==> src/rtl/prga.sv <==
// prga: ARC4 PRGA decrypt engine; optional printable-ASCII check under PRGA_ASCII_CHECK_EN
module prga (
  input  logic       clk,
  input  logic       rst,
  input  logic       en,
  output logic       rdy,
  output logic [7:0] s_addr,
  input  logic [7:0] s_rddata,
  output logic [7:0] s_wrdata,
  output logic       s_wren,
  output logic [7:0] ct_addr,
  input  logic [7:0] ct_rddata,
  output logic [7:0] pt_addr,
  output logic [7:0] pt_wrdata,
  output logic       pt_wren,
  output logic       pt_bad
);
  typedef enum logic [3:0] {IDLE, LEN_RD, LEN_WR, SI_RD, SJ_RD, SWAP_I, SWAP_J, PAD_RD, PT_WR} state_t;
  state_t state_q, state_d;
  logic [7:0] i_q, i_d, j_q, j_d, k_q, k_d, l_q, l_d;
  logic [7:0] si_q, si_d, sj_q, sj_d, c_q, c_d;
  logic [7:0] s_addr_q, s_addr_d, s_wrdata_q, s_wrdata_d;
  logic [7:0] ct_addr_q, ct_addr_d, pt_addr_q, pt_addr_d, pt_wrdata_q, pt_wrdata_d;
`ifdef PRGA_ASCII_CHECK_EN
  logic pt_bad_q, pt_bad_d;
  assign pt_bad = pt_bad_q;
`else
  assign pt_bad = 1'b0;
`endif
  // Memory ports are driven straight from the next-value logic so reads/writes land in the
  // cycle the state owns them; the _q copies hold address/data between uses.
  assign rdy       = state_q == IDLE;
  assign s_addr    = s_addr_d;
  assign s_wrdata  = s_wrdata_d;
  assign ct_addr   = ct_addr_d;
  assign pt_addr   = pt_addr_d;
  assign pt_wrdata = pt_wrdata_d;
  // Next-state, datapath and memory-port decode for the one-cycle-per-step swap walk
  always_comb begin
    state_d     = state_q;
    i_d         = i_q;
    j_d         = j_q;
    k_d         = k_q;
    l_d         = l_q;
    si_d        = si_q;
    sj_d        = sj_q;
    c_d         = c_q;
    s_addr_d    = s_addr_q;
    s_wrdata_d  = s_wrdata_q;
    ct_addr_d   = ct_addr_q;
    pt_addr_d   = pt_addr_q;
    pt_wrdata_d = pt_wrdata_q;
    s_wren      = 1'b0;
    pt_wren     = 1'b0;
`ifdef PRGA_ASCII_CHECK_EN
    pt_bad_d    = pt_bad_q;
`endif
    case (state_q)
      IDLE: if (en) begin
        state_d = LEN_RD;
        i_d     = 8'd0;
        j_d     = 8'd0;
        k_d     = 8'd1;
`ifdef PRGA_ASCII_CHECK_EN
        pt_bad_d = 1'b0;
`endif
      end
      LEN_RD: begin
        ct_addr_d = 8'd0;
        state_d   = LEN_WR;
      end
      LEN_WR: begin
        l_d         = ct_rddata;
        pt_addr_d   = 8'd0;
        pt_wrdata_d = ct_rddata;
        pt_wren     = 1'b1;
        state_d     = ct_rddata == 8'd0 ? IDLE : SI_RD;
      end
      SI_RD: begin
        s_addr_d  = i_q + 8'd1;
        ct_addr_d = k_q;
        i_d       = i_q + 8'd1;
        state_d   = SJ_RD;
      end
      SJ_RD: begin
        si_d     = s_rddata;
        c_d      = ct_rddata;
        s_addr_d = j_q + s_rddata;
        j_d      = j_q + s_rddata;
        state_d  = SWAP_I;
      end
      SWAP_I: begin
        sj_d       = s_rddata;
        s_addr_d   = i_q;
        s_wrdata_d = s_rddata;
        s_wren     = 1'b1;
        state_d    = SWAP_J;
      end
      SWAP_J: begin
        s_addr_d   = j_q;
        s_wrdata_d = si_q;
        s_wren     = 1'b1;
        state_d    = PAD_RD;
      end
      PAD_RD: begin
        s_addr_d = si_q + sj_q;
        state_d  = PT_WR;
      end
      PT_WR: begin
        pt_addr_d   = k_q;
        pt_wrdata_d = s_rddata ^ c_q;
        pt_wren     = 1'b1;
`ifdef PRGA_ASCII_CHECK_EN
        if (pt_wrdata_d < 8'h20 || pt_wrdata_d > 8'h7e) pt_bad_d = 1'b1;
`endif
        state_d = k_q == l_q ? IDLE : SI_RD;
        k_d     = k_q == l_q ? k_q : k_q + 8'd1;
      end
      default: state_d = IDLE;
    endcase
  end
  // State and held port values; reset abandons any message in flight
  always_ff @(posedge clk or posedge rst) begin
    if (rst) begin
      state_q     <= IDLE;
      i_q         <= 8'd0;
      j_q         <= 8'd0;
      k_q         <= 8'd0;
      l_q         <= 8'd0;
      si_q        <= 8'd0;
      sj_q        <= 8'd0;
      c_q         <= 8'd0;
      s_addr_q    <= 8'd0;
      s_wrdata_q  <= 8'd0;
      ct_addr_q   <= 8'd0;
      pt_addr_q   <= 8'd0;
      pt_wrdata_q <= 8'd0;
`ifdef PRGA_ASCII_CHECK_EN
      pt_bad_q    <= 1'b0;
`endif
    end else begin
      state_q     <= state_d;
      i_q         <= i_d;
      j_q         <= j_d;
      k_q         <= k_d;
      l_q         <= l_d;
      si_q        <= si_d;
      sj_q        <= sj_d;
      c_q         <= c_d;
      s_addr_q    <= s_addr_d;
      s_wrdata_q  <= s_wrdata_d;
      ct_addr_q   <= ct_addr_d;
      pt_addr_q   <= pt_addr_d;
      pt_wrdata_q <= pt_wrdata_d;
`ifdef PRGA_ASCII_CHECK_EN
      pt_bad_q    <= pt_bad_d;
`endif
    end
  end
endmodule

==> config.mk <==
export PLATFORM = sky130hd
export DESIGN_NAME = prga
export DESIGN_NICKNAME = d
export VERILOG_FILES = /design/src/rtl/prga.sv
export SDC_FILE = /design/constraint.sdc
export NUM_CORES = 1
export LEC_CHECK = 0
export CAP_MARGIN = 20
export CORE_MARGIN = 5
export CORE_UTILIZATION = 51
export DETAILED_ROUTE_END_ITERATION = 7
export MAX_ROUTING_LAYER = met4
export PLACE_DENSITY = 0.74
export SETUP_SLACK_MARGIN = 0.1
export SYNTH_ARGS = -nofsm -noshare
export SYNTH_HDL_FRONTEND = slang
export SYNTH_SLANG_ARGS = --single-unit
export TNS_END_PERCENT = 100
==> constraint.sdc <==
create_clock -name clk -period 3.9 [get_ports clk]
set_input_delay 0.585 -clock clk [delete_from_list [all_inputs] [get_ports clk]]
set_output_delay 0.585 -clock clk [all_outputs]
set_load 0.02 [all_outputs]
==> results.txt, run 1 <==
- The run finished, with violations left.
- Failing checks: design-rule violations
- Summed over all nets, the switching power comes to 2430 µW.
- Post-CTS setup buffers: 0
* Synth Flop Type: sky130_fd_sc_hd__dfrtp_1
* Fin area: 5990 µm²
- The worst-case IR drop observed on VDD is around 640 µV.
- Final slew viol count: 0
- Crit. End Element: primary output
- Share of power burned in registers: 0.324
- Clock-pin slew was measured on the worst setup and hold paths at 0.10 ns.
* CTS Root Cell: sky130_fd_sc_hd__clkbuf_8
- Core occupancy in the finished layout: 0.622
- Origin of the worst setup path: s_rddata[0]
- After detailed routing, the average wire length per cell comes to 17.5 µm.
- Clock tree synthesis inserted a total of 9 buffers.
- The worst pin sits at a relative slew slack of 0.470.
- Gr usage total: 0.234
- The longest clock path from root to sink contains 2 buffers.
- Data on the critical path is required at its endpoint by approximately 3.3 ns.
* Unrepaired setup endpoints after global routing: false
* Endpoint of the most critical register-to-register path: s_addr_q[7]
- The worst register-to-register path begins at state_q[3].
- Most common library cell in the layout ignoring fill and taps: sky130_fd_sc_hd__nand2_1
- Number of register bits inferred by synthesis: 100
- The synthesized netlist occupies a cell area of a little under 5000 µm².
- Count of antenna-violating nets left after detailed routing: 0
- Setup slack on the critical path of the routed design comes to between 0.2 and 0.3 ns.
- Horizontal extent of the die: 109 µm
* Design internal power: 3100 µW
* Insertion delay of the later-clocked pin in the worst-skew pair: 0.36 ns
* Maximum clock skew at final layout: 0.0102 ns
- Tightest Hold Check Type: reg -> reg
* Number of synthesized flops with an enable pin: 0
- Clock Sink Count: 100
* Static leakage: 0.00279 µW
- Dividing total power by cell area gives a power density of 923 nW/µm².
* Standard cell core area: 9640 µm²
* Post-CTS Hold Fix Bufs: 0
- Kind of launch point of the worst setup path: input pin
- Counting tap cells, the placed design contains a total of 704 instances.
* Drt first pass iters: 8
- Final critical delay including setup and external delays: 3.61 ns
- The number of antenna violations at the first check in global routing was 0.
* TritonCTS clock tree: done
- The worst hold path passes through 2 cells.
- For the worst setup path, the data arrival time is 3.02 ns.
- Worst setup slack before clock tree synthesis: -0.111 ns
- Area grow syn2layout: 20.7%
- The first global-routing pass estimated 20,900 µm of wire.
- After floorplanning, the core was divided into 36 placement rows.
* Minimum setup slack among reg-to-reg paths: 1.69 ns
* Placed instance area: 5810 µm²
- Max-cap violations: 0
- Highest-count cells in the layout ignoring fill and taps: sky130_fd_sc_hd__nand2_1 (118), sky130_fd_sc_hd__dfrtp_1 (100), sky130_fd_sc_hd__clkdlybuf4s50_1 (58)
- Post-DP HPWL: 9350 µm
* Layout net count: 619
- Logic depth of the worst register-to-register path: 6
* Cell accounting for the most synthesized area: sky130_fd_sc_hd__dfrtp_1
* Post-synthesis sequential area ratio: 0.504
- For hold timing, the worst endpoint is s_wrdata_q[4].
- First-iteration detailed-routing DRC count: ~230
* Final weighted congestion in routability-driven placement: 0.894
- Dividing the final minimum period by the clock period gives 0.925.
* Combinational fraction of design power: 0.558
- Number of global-route vias before repair: 4,148
- Category of the most critical setup path: in -> out
- Number of top-level pins: 63
* DRC errors left: 1
- The number of nets handed over by synthesis was around 550.
- Global route overflow: 0
- For this run, the number of Yosys warnings is 0.
* Die height: 109 µm
- Part of the power in the clock network: 0.118
- Share of flip-flops with an asynchronous set or reset: 1.00
- F_max: 277 MHz
- Critical path fanouts, max: 2
* Routed via count divided by cell count: 5.65
- Gate count of the mapped netlist: about 510
* Overall routed net length: approximately 13,000 µm
* Area enclosed by the die boundary: 11,800 µm²
- Post_cts resized: 3
- H-tree Lvls: 3
* Share of the synthesized area in the top cell type: 0.504
- 0 antenna diodes ended up in the layout.
- In the post-synthesis netlist, the biggest area contributors are sky130_fd_sc_hd__dfrtp_1 (50%), sky130_fd_sc_hd__nand2_1 (8.9%), sky130_fd_sc_hd__ha_1 (4.0%).
* Fraction of layout instances using a drive strength above 1: 0.0838
- Fin. Hold Viols: 0
- The initial utilization of the core area, before any placement, comes to 0.515.
- Across all layers, the routed design uses around 4,000 vias.
- Buffers added on ports: 61
* Worst Min Path Start: s_wrdata_q[4]
- Sw Share: 0.439
* Tightest Pin Transition: 0.794 ns
* Final cell count without fillers: 718
* Setup violators final: 0
- Entering global routing, the biggest net connects 64 pins.
* Mean area per synthesized cell: 9.76 µm²
- Yosys cell types: between 50 and 60
per-layer routing:
metal	track usage	vias to the layer above	wire, µm
met5	-	-	0
met4	0.0541	0	162
met3	0.0426	12	597
met2	0.382	123	6190
met1	0.308	1997	5590
li1	-	1927	-
cell usage after synthesis (all sizes together), types with 9 or more instances:
library cell    n
inv            14
dfrtp         100
buf            12
o211ai         10
xor2           18
a22o           16
nand2         118
xnor2          16
nor2           32
a21oi          14
o21ai          25
ha             16
nor3            9
logic make-up (layout without fill, tap and decap cells):
group,Yosys count,in the layout,synth area share
compound gates,113,113,0.160
buf+inv,34,110,0.0297
other cells,1,1,0.000755
fa+ha+maj,18,18,0.0484
flops,100,100,0.504
mux,9,9,0.0199
xor+xnor,34,34,0.0599
simple gates,200,200,0.177
worst max path at each step:
stage                            to  cells after the start
after floorplan              c_q[0]                      1
after global placement    s_addr[6]                     11
after detailed placement  s_addr[6]                     11
after CTS                 s_addr[6]                     11
after global routing      s_addr[2]                     10
final                     s_addr[6]                     11
stage by stage:
stage / hold WS, ns / power [µW] / setup TNS, ns
2_1_floorplan: 0.465 / 3730 / 0
3_3_place_gp: 0.451 / 4870 / -0.0905
3_5_place_dp: 0.457 / 4930 / -0.111
4_1_cts: 0.484 / 5570 / 0
5_1_grt: 0.506 / 5960 / 0
6_report: 0.476 / 5530 / 0
cell type report:
class,count,area [µm²]
fillers,858,3640
flip-flops and latches,100,2500
multi-input cells,375,2320
repair buffers,82,761
well taps,133,166
clock buffers,9,124
clock inverters,5,63.8
inverters,14,55.1
sequential cells by signal, indices dropped and copies added, names as in the netlist:
signal	cells
c_q	8
ct_addr_q	8
i_q	8
j_q	8
k_q	8
l_q	8
pt_addr_q	8
pt_wrdata_q	8
s_addr_q	8
s_wrdata_q	8
si_q	8
sj_q	8
state_q	4
worst max-delay path: stages:
cell,delay [ns]
sky130_fd_sc_hd__clkdlybuf4s50_1,0.52
sky130_fd_sc_hd__ha_1,0.19
sky130_fd_sc_hd__inv_1,0.06
sky130_fd_sc_hd__fa_1,0.38
sky130_fd_sc_hd__nor2b_1,0.17
sky130_fd_sc_hd__o31a_1,0.19
sky130_fd_sc_hd__o21a_1,0.14
sky130_fd_sc_hd__nor3_1,0.04
sky130_fd_sc_hd__nand3b_1,0.17
sky130_fd_sc_hd__a41oi_1,0.33
sky130_fd_sc_hd__clkbuf_2,0.23
power groups by stage:
| stage | Sequential, µW | Clock, µW | Combinational, µW |
|---|---|---|---|
| 2_1_floorplan | 1700 | 0 | 2030 |
| 3_5_place_dp | 1810 | 0 | 3130 |
| 6_report | 1790 | 654 | 3090 |
| 4_1_cts | 1790 | 669 | 3120 |
| 3_3_place_gp | 1790 | 0 | 3080 |
| 5_1_grt | 1850 | 712 | 3400 |
No activity file was read; power rests on OpenSTA's default activity.
==> inputs of run 2 (changes only) <==
--- a/config.mk
+++ b/config.mk
@@ -6,7 +6,7 @@
 export NUM_CORES = 1
 export LEC_CHECK = 0
 export CAP_MARGIN = 20
-export CORE_MARGIN = 5
+export CORE_MARGIN = 1
 export CORE_UTILIZATION = 51
 export DETAILED_ROUTE_END_ITERATION = 7
 export MAX_ROUTING_LAYER = met4
==> run 2 against run 1 <==
The flow now finishes without violations; hold slack about the same; critical path type unchanged; clock power up 11%; setup slack worse by 0.12 ns; final cell count unchanged.
==> results.txt, run 2 (synthesis results as in run 1) <==
* H-tree Lvls: 3 (unchanged)
- Final critical delay including setup and external delays: 3.73 ns (was 3.61 ns)
- Count of antenna-violating nets left after detailed routing: 0 (unchanged)
- The overall power of the completed layout came to 5690 µW (was 5530 µW).
- Post-Route Setup TNS: 0 ns (unchanged)
- The leading cell type in the layout, fill and taps excluded was sky130_fd_sc_hd__nand2_1 (unchanged).
- The core footprint was 9330 µm² (was 9640 µm²).
- Diodes inserted: 0 (unchanged)
* CTS Root Cell: sky130_fd_sc_hd__clkbuf_8 (unchanged)
- Area grow syn2layout: 21.8% (was 20.7%)
- The via count of the first global-routing pass is 4,142 (was 4,148).
* Max_slew headroom: 0.534 (was 0.470)
- The CTS tree was done (unchanged).
- The detailed placement HPWL was 9500 µm (was 9350 µm).
* Fraction of met2 tracks used by global routing: 0.452 (was 0.382)
- The number of max-cap violations was 0 (unchanged).
- Static leakage: 0.00281 µW (was 0.00279 µW)
- The achievable frequency was 268 MHz (was 277 MHz).
- The total via count after detailed routing is 4,164 (was 4,059).
- Kind of launch point of the worst setup path: input pin (unchanged)
* Fraction of layout instances using a drive strength above 1: 0.0883 (was 0.0838)
- The post-layout instance area was 6050 µm² (was 5990 µm²).
- The floorplan row count is 35 (was 36).
* Data arrival time of the critical path: 3.14 ns (was 3.02 ns)
- Total power divided by cell area: 941 nW/µm² (was 923 nW/µm²)
- Highest-count cells in the layout ignoring fill and taps: sky130_fd_sc_hd__nand2_1 (118), sky130_fd_sc_hd__dfrtp_1 (100), sky130_fd_sc_hd__clkdlybuf4s50_1 (59) (was sky130_fd_sc_hd__nand2_1 (118), sky130_fd_sc_hd__dfrtp_1 (100), sky130_fd_sc_hd__clkdlybuf4s50_1 (58)).
- The wire length reported by the detailed router was 13,000 µm (was 12,500 µm).
* Worst Min Path Start: s_wrdata_q[7] (was s_wrdata_q[4])
- The DRC marker count from the first detailed-route iteration is 233 (was 234).
* Number of fill cells in the layout: 771 (was 858)
* Category of the most critical setup path: in -> out (unchanged)
- Fin. Hold Viols: 0 (unchanged)
- Clock Sink Count: 100 (unchanged)
* Bufs on Longest Clock Path: 2 (unchanged)
* Min-Delay Path Depth: 2 (unchanged)
- The total count of max-transition violations in the final report came to 0 (unchanged).
- Minimum setup slack among reg-to-reg paths: 1.62 ns (was 1.69 ns)
- Crit. End Element: primary output (unchanged)
* Most utilized layer in the global route result: met2 (unchanged)
* Endpoint of the most critical register-to-register path: k_q[6] (was s_addr_q[7])
- Post-CTS Hold Fix Bufs: 0 (unchanged)
- The total congestion overflow was 0 (unchanged).
- Result of the run: finished clean (was finished, violations left).
- The measured slew at the worst slew-check pin was 0.699 ns (was 0.794 ns).
* Setup violators final: 0 (unchanged)
- Drt first pass iters: 5 (was 8)
- The maximum VDD drop is 544 µV (was 641 µV).
- Final weighted congestion in routability-driven placement: 0.998 (was 0.894)
- Unrepaired setup endpoints after global routing: true (was false)
- Number of top-level pins: 63 (unchanged)
* Grt met1 use: 0.362 (was 0.308)
* Gr usage total: 0.281 (was 0.234)
- Logic depth of the worst register-to-register path: 5 (was 6)
* Insertion delay of the later-clocked pin in the worst-skew pair: 0.37 ns (was 0.36 ns)
- Number of antenna violations at the first check in global routing: 0 (unchanged)
* First-pass GRT wire length: 20,900 µm (about the same)
* Number of buffers created by CTS: 9 (unchanged)
- The cell area after placement was 5820 µm² (was 5810 µm²).
- The floorplan die height came to 101 µm (was 109 µm).
- Critical path fanouts, max: 2 (unchanged)
- The met3 track utilization from global routing is 0.0465 (was 0.0426).
* Buffers added on ports: 61 (unchanged)
* DRC errors left: 0 (was 1)
- Number of placed cells counting well taps: 702 (was 704)
* Average wire per standard cell: 18.2 µm (was 17.5 µm)
- The number of buffers inserted to repair setup after CTS is 0 (unchanged).
- The net total in the final layout came to 621 (was 619).
* Tightest Hold Check Type: reg -> reg (unchanged)
- The final clock skew was 0.0145 ns (was 0.0102 ns).
- Worst-case hold path end point: s_wrdata_q[7] (was s_wrdata_q[4])
* Horizontal extent of the die: 101 µm (was 109 µm)
- The area of the die came to 10,100 µm² (was 11,800 µm²).
- Beginning of the worst register-to-register path: state_q[0] (was state_q[3])
- Final cell count without fillers: 718 (unchanged)
* Pin count of the biggest net entering global routing: 55 (was 64)
* Initial core utilization: 0.533 (was 0.515)
- CTS clock-pin slew for the worst setup and hold paths: 0.08 ns (was 0.10 ns)
* Post-route fraction of the period consumed by the critical path: 0.956 (was 0.925)
- Routed via count divided by cell count: 5.80 (was 5.65)
- The data required time at the worst endpoint is 3.31 ns (about the same).
==> run 2: cell types whose count changed in the layout (fill, tap and decap cells not counted), sizes merged <==
cell and delta:
clkbuf +1, clkinvlp -1, clkdlybuf4s50 +1, bufinv +1, buf +2
==> run 2: report_power, final <==
group,switching (µW),internal [µW],leakage [µW],total [µW]
logic,1780,1360,0.00144,3130
clock network,364,365,0.000100,729
registers,352,1470,0.00127,1830
total,2490,3200,0.00281,5690
==> run 2: how the worst max path moves through the flow <==
stage | from | endpoint | cells after the start
2_1_floorplan | rst | c_q[0] | 1
3_3_place_gp | s_rddata[0] | s_addr[6] | 11
3_5_place_dp | s_rddata[0] | s_addr[6] | 11
4_1_cts | s_rddata[0] | s_addr[4] | 10
5_1_grt | s_rddata[0] | s_addr[4] | 10
6_report | s_rddata[0] | s_addr[4] | 10
==> run 2: metal layers <==
| layer | wire length [µm] | share of wire |
|---|---|---|
| met4 | 350 | 0.027 |
| met5 | 0 | 0 |
| met2 | 6330 | 0.48 |
| met1 | 5760 | 0.44 |
| met3 | 605 | 0.046 |
==> run 2: cell type report <==
type                       instances  area [µm²]  area share
timing repair buffer              84         781       0.129
multi-input combinational        375        2330       0.386
clock inverter                     5        83.8      0.0139
sequential                       100        2500       0.414
clock buffer                      11         131      0.0217
tap                              129         161      0.0267
inverter                          14        55.1     0.00910
==> run 2: through the flow <==
step	setup WS, ns	util	hold WS [ns]
floorplan	0.696	-	0.465
global placement	0.0195	0.624	0.451
detailed placement	-0.0161	0.624	0.458
CTS	0.136	0.647	0.480
global route	0.0799	0.649	0.509
finish	0.171	0.649	0.476
==> run 2: what timing repair did <==
item | 4_1_cts | 5_1_grt
gates resized for setup | 2 | 2
pin swaps | 0 | 0
setup endpoints to repair | 2 | 2
==> run 2: critical path, stage by stage <==
cell,delay (ns)
sky130_fd_sc_hd__clkdlybuf4s50_1,0.48
sky130_fd_sc_hd__ha_1,0.17
sky130_fd_sc_hd__inv_1,0.05
sky130_fd_sc_hd__fa_1,0.37
sky130_fd_sc_hd__nor2b_1,0.18
sky130_fd_sc_hd__buf_4,0.14
sky130_fd_sc_hd__o21ai_0,0.08
sky130_fd_sc_hd__a211oi_2,0.25
sky130_fd_sc_hd__o32a_1,0.21
sky130_fd_sc_hd__clkdlybuf4s50_1,0.62
==> inputs of run 3 (changes only) <==
--- a/config.mk
+++ b/config.mk
@@ -9,9 +9,9 @@
 export CORE_MARGIN = 1
 export CORE_UTILIZATION = 51
 export DETAILED_ROUTE_END_ITERATION = 7
+export GPL_ROUTABILITY_DRIVEN = 0
 export MAX_ROUTING_LAYER = met4
 export PLACE_DENSITY = 0.74
-export SETUP_SLACK_MARGIN = 0.1
 export SYNTH_ARGS = -nofsm -noshare
 export SYNTH_HDL_FRONTEND = slang
 export SYNTH_SLANG_ARGS = --single-unit
==> run 3 against run 2 <==
Hold slack lost 0.0028 ns; power is 0.84% lower; fmax decreased by 0.96%; sequential power hardly changed; cell area decreased by 0.27%; sequential share of layout area up 0.11 points; global-route usage decreased by 0.70 points; clock power up 1%; critical endpoint unchanged; largest cell class unchanged.
==> results.txt, run 3 (synthesis results as in run 1) <==
* First-pass GRT wire length: 20,300 µm (was 20,900 µm)
- First-iteration detailed-routing DRC count: 236 (was 233)
* Area grow syn2layout: 21.5% (was 21.8%)
- Die height: 101 µm (unchanged)
- The first-pass iteration count of the detailed router came to 6 (was 5).
- Data arrival time of the critical path: 3.18 ns (was 3.14 ns)
- Unrepaired setup endpoints after global routing: false (was true).
- Worst hold slack: 0.473 ns (was 0.476 ns)
- Post-route fraction of the period consumed by the critical path: 0.965 (was 0.956)
* Crit. End Element: primary output (unchanged)
- Category of the most critical setup path: in -> out (unchanged)
- The final number of setup-violating endpoints came to 0 (unchanged).
- Endpoint of the most critical register-to-register path: k_q[3] (was k_q[6])
- Origin of the worst setup path: s_rddata[0] (unchanged)
* Horizontal extent of the die: 101 µm (unchanged)
- The cts-stage hold buffer count came to 0 (unchanged).
- Cell Rows: 35 (unchanged)
* Number of antenna violations at the first check in global routing: 0 (unchanged)
- Average wire per standard cell: 17.4 µm (was 18.2 µm)
- Routed via count divided by cell count: 5.74 (was 5.80)
* Standard cell core area: 9330 µm² (unchanged)
- Result of the run: finished clean (unchanged).
* Worst Min Path Start: s_wrdata_q[7] (unchanged)
- The total via count after detailed routing came to 4,105 (was 4,164).
* Gr usage total: 0.274 (was 0.281)
* Fin. Hold Viols: 0 (unchanged)
* Critical path data required time: 3.31 ns (about the same)
- The number of buffers added on ports is 61 (unchanged).
- Total power divided by cell area: 935 nW/µm² (was 941 nW/µm²)
* Initial core utilization: 0.533 (unchanged)
* Most common library cell in the layout ignoring fill and taps: sky130_fd_sc_hd__nand2_1 (unchanged)
- The via count of the first global-routing pass was 4,004 (was 4,142).
- The H-tree depth was 3 (unchanged).
- The max-slew headroom at the worst pin came to 0.519 (was 0.534).
* Max-cap violations: 0 (unchanged)
* Final slew viol count: 0 (unchanged)
- The maximum fanout count along the critical path is 2 (unchanged).
- The share of the core filled with cells in the final layout is 0.647 (was 0.649).
* Kind of launch point of the worst setup path: input pin (unchanged)
- The clock sink total came to 100 (unchanged).
* Highest-count cells in the layout ignoring fill and taps: sky130_fd_sc_hd__nand2_1 (118), sky130_fd_sc_hd__dfrtp_1 (100), sky130_fd_sc_hd__clkdlybuf4s50_1 (59) (unchanged)
* Diodes inserted: 0 (unchanged)
- The net total in the final layout is 618 (was 621).
* Number of fill cells in the layout: 796 (was 771)
* Insertion delay of the later-clocked pin in the worst-skew pair: 0.38 ns (was 0.37 ns)
- Post-DP HPWL: 9140 µm (was 9500 µm)
- The DRC violation count after routing came to 0 (unchanged).
* Overall routed net length: 12,500 µm (was 13,000 µm)
- Final critical delay including setup and external delays: 3.77 ns (was 3.73 ns)
- The clock transition at the registers of the reported paths is 0.10 ns (was 0.08 ns).
* Tightest Hold Check Type: reg -> reg (unchanged)
- The terminating pin of the worst hold path is s_wrdata_q[7] (unchanged).
- The number of buffers on the longest clock path is 2 (unchanged).
- The total congestion overflow is 0 (unchanged).
* Tightest Pin Transition: 0.721 ns (was 0.699 ns)
* Pin count of the biggest net entering global routing: 59 (was 55)
- The final clock skew came to 0.0123 ns (was 0.0145 ns).
- The CTS tree is done (unchanged).
- The reg-to-reg setup timing slack was 1.58 ns (was 1.62 ns).
- The post-detailed-route count of antenna-violating nets was 0 (unchanged).
* Min-Delay Path Depth: 2 (unchanged)
* F_max: 266 MHz (was 268 MHz)
* Fraction of layout instances using a drive strength above 1: 0.0853 (was 0.0883)
* Area enclosed by the die boundary: 10,100 µm² (unchanged)
- Number of top-level pins: 63 (unchanged)
- Peak ir drop on the vdd network: 531 µV (was 544 µV)
- The depth of the worst register-to-register path was 5 (unchanged).
* CTS Root Cell: sky130_fd_sc_hd__clkbuf_8 (unchanged)
- The leakage component of the power is 0.00281 µW (about the same).
* Number of buffers created by CTS: 9 (unchanged)
- The launching point of the worst reg2reg path is state_q[2] (was state_q[0]).
-- run 3: worst max-delay path by stage --
stage	to	slack, ns	depth (start not counted)
after floorplan	c_q[0]	0.70	1
after global placement	s_addr[6]	0.05	11
after detailed placement	s_addr[6]	-0.07	11
after CTS	s_addr[4]	0.05	10
after global routing	s_addr[4]	0.002	10
final	s_addr[4]	0.13	10
-- run 3: layer usage --
layer,global-route usage,wire length (µm),vias to the layer above
met3,0.0520,615,34
met2,0.438,6000,157
met1,0.344,5440,1987
li1,-,-,1927
met4,0.115,414,0
met5,-,0,-
-- run 3: through the flow --
stage                     instance area, µm²  instances  setup slack [ns]  TNS, ns  total power [µW]
after CTS                               6030        715            0.0544        0              5650
after global placement                  5800        699            0.0537        0              4820
after global routing                    6030        715           0.00227        0              6020
final                                   6030        715             0.135        0              5640
after floorplan                         4970        509             0.696        0              3730
after detailed placement                5800        699           -0.0705  -0.0705              4890
-- run 3: worst max-delay path: stages --
cell,delay [ns]
sky130_fd_sc_hd__clkdlybuf4s50_1,0.50
sky130_fd_sc_hd__ha_1,0.19
sky130_fd_sc_hd__inv_1,0.06
sky130_fd_sc_hd__fa_1,0.38
sky130_fd_sc_hd__nor2b_1,0.18
sky130_fd_sc_hd__buf_4,0.14
sky130_fd_sc_hd__o21ai_0,0.08
sky130_fd_sc_hd__a211oi_2,0.25
sky130_fd_sc_hd__o32a_1,0.20
sky130_fd_sc_hd__clkdlybuf4s50_1,0.61
-- run 3: final cells by class --
class	count	area [µm²]	area share
clock buffer	10	138	0.0228
clock inverter	6	87.6	0.0145
inverter	14	55.1	0.00912
multi-input combinational	375	2330	0.386
sequential	100	2500	0.415
tap	129	161	0.0268
timing repair buffer	81	762	0.126
-- run 3: where the power goes --
group / total, µW / switching, µW / internal [µW]
Clock: 736 / 359 / 377
Sequential: 1830 / 353 / 1470
Combinational: 3080 / 1730 / 1350
-- run 3: what timing repair did --
| item | CTS | global route |
|---|---|---|
| hold endpoints to repair | 0 | 0 |
| setup endpoints to repair | 1 | 2 |
| buffers inserted | 0 | 0 |
| resized for setup | 1 | 3 |
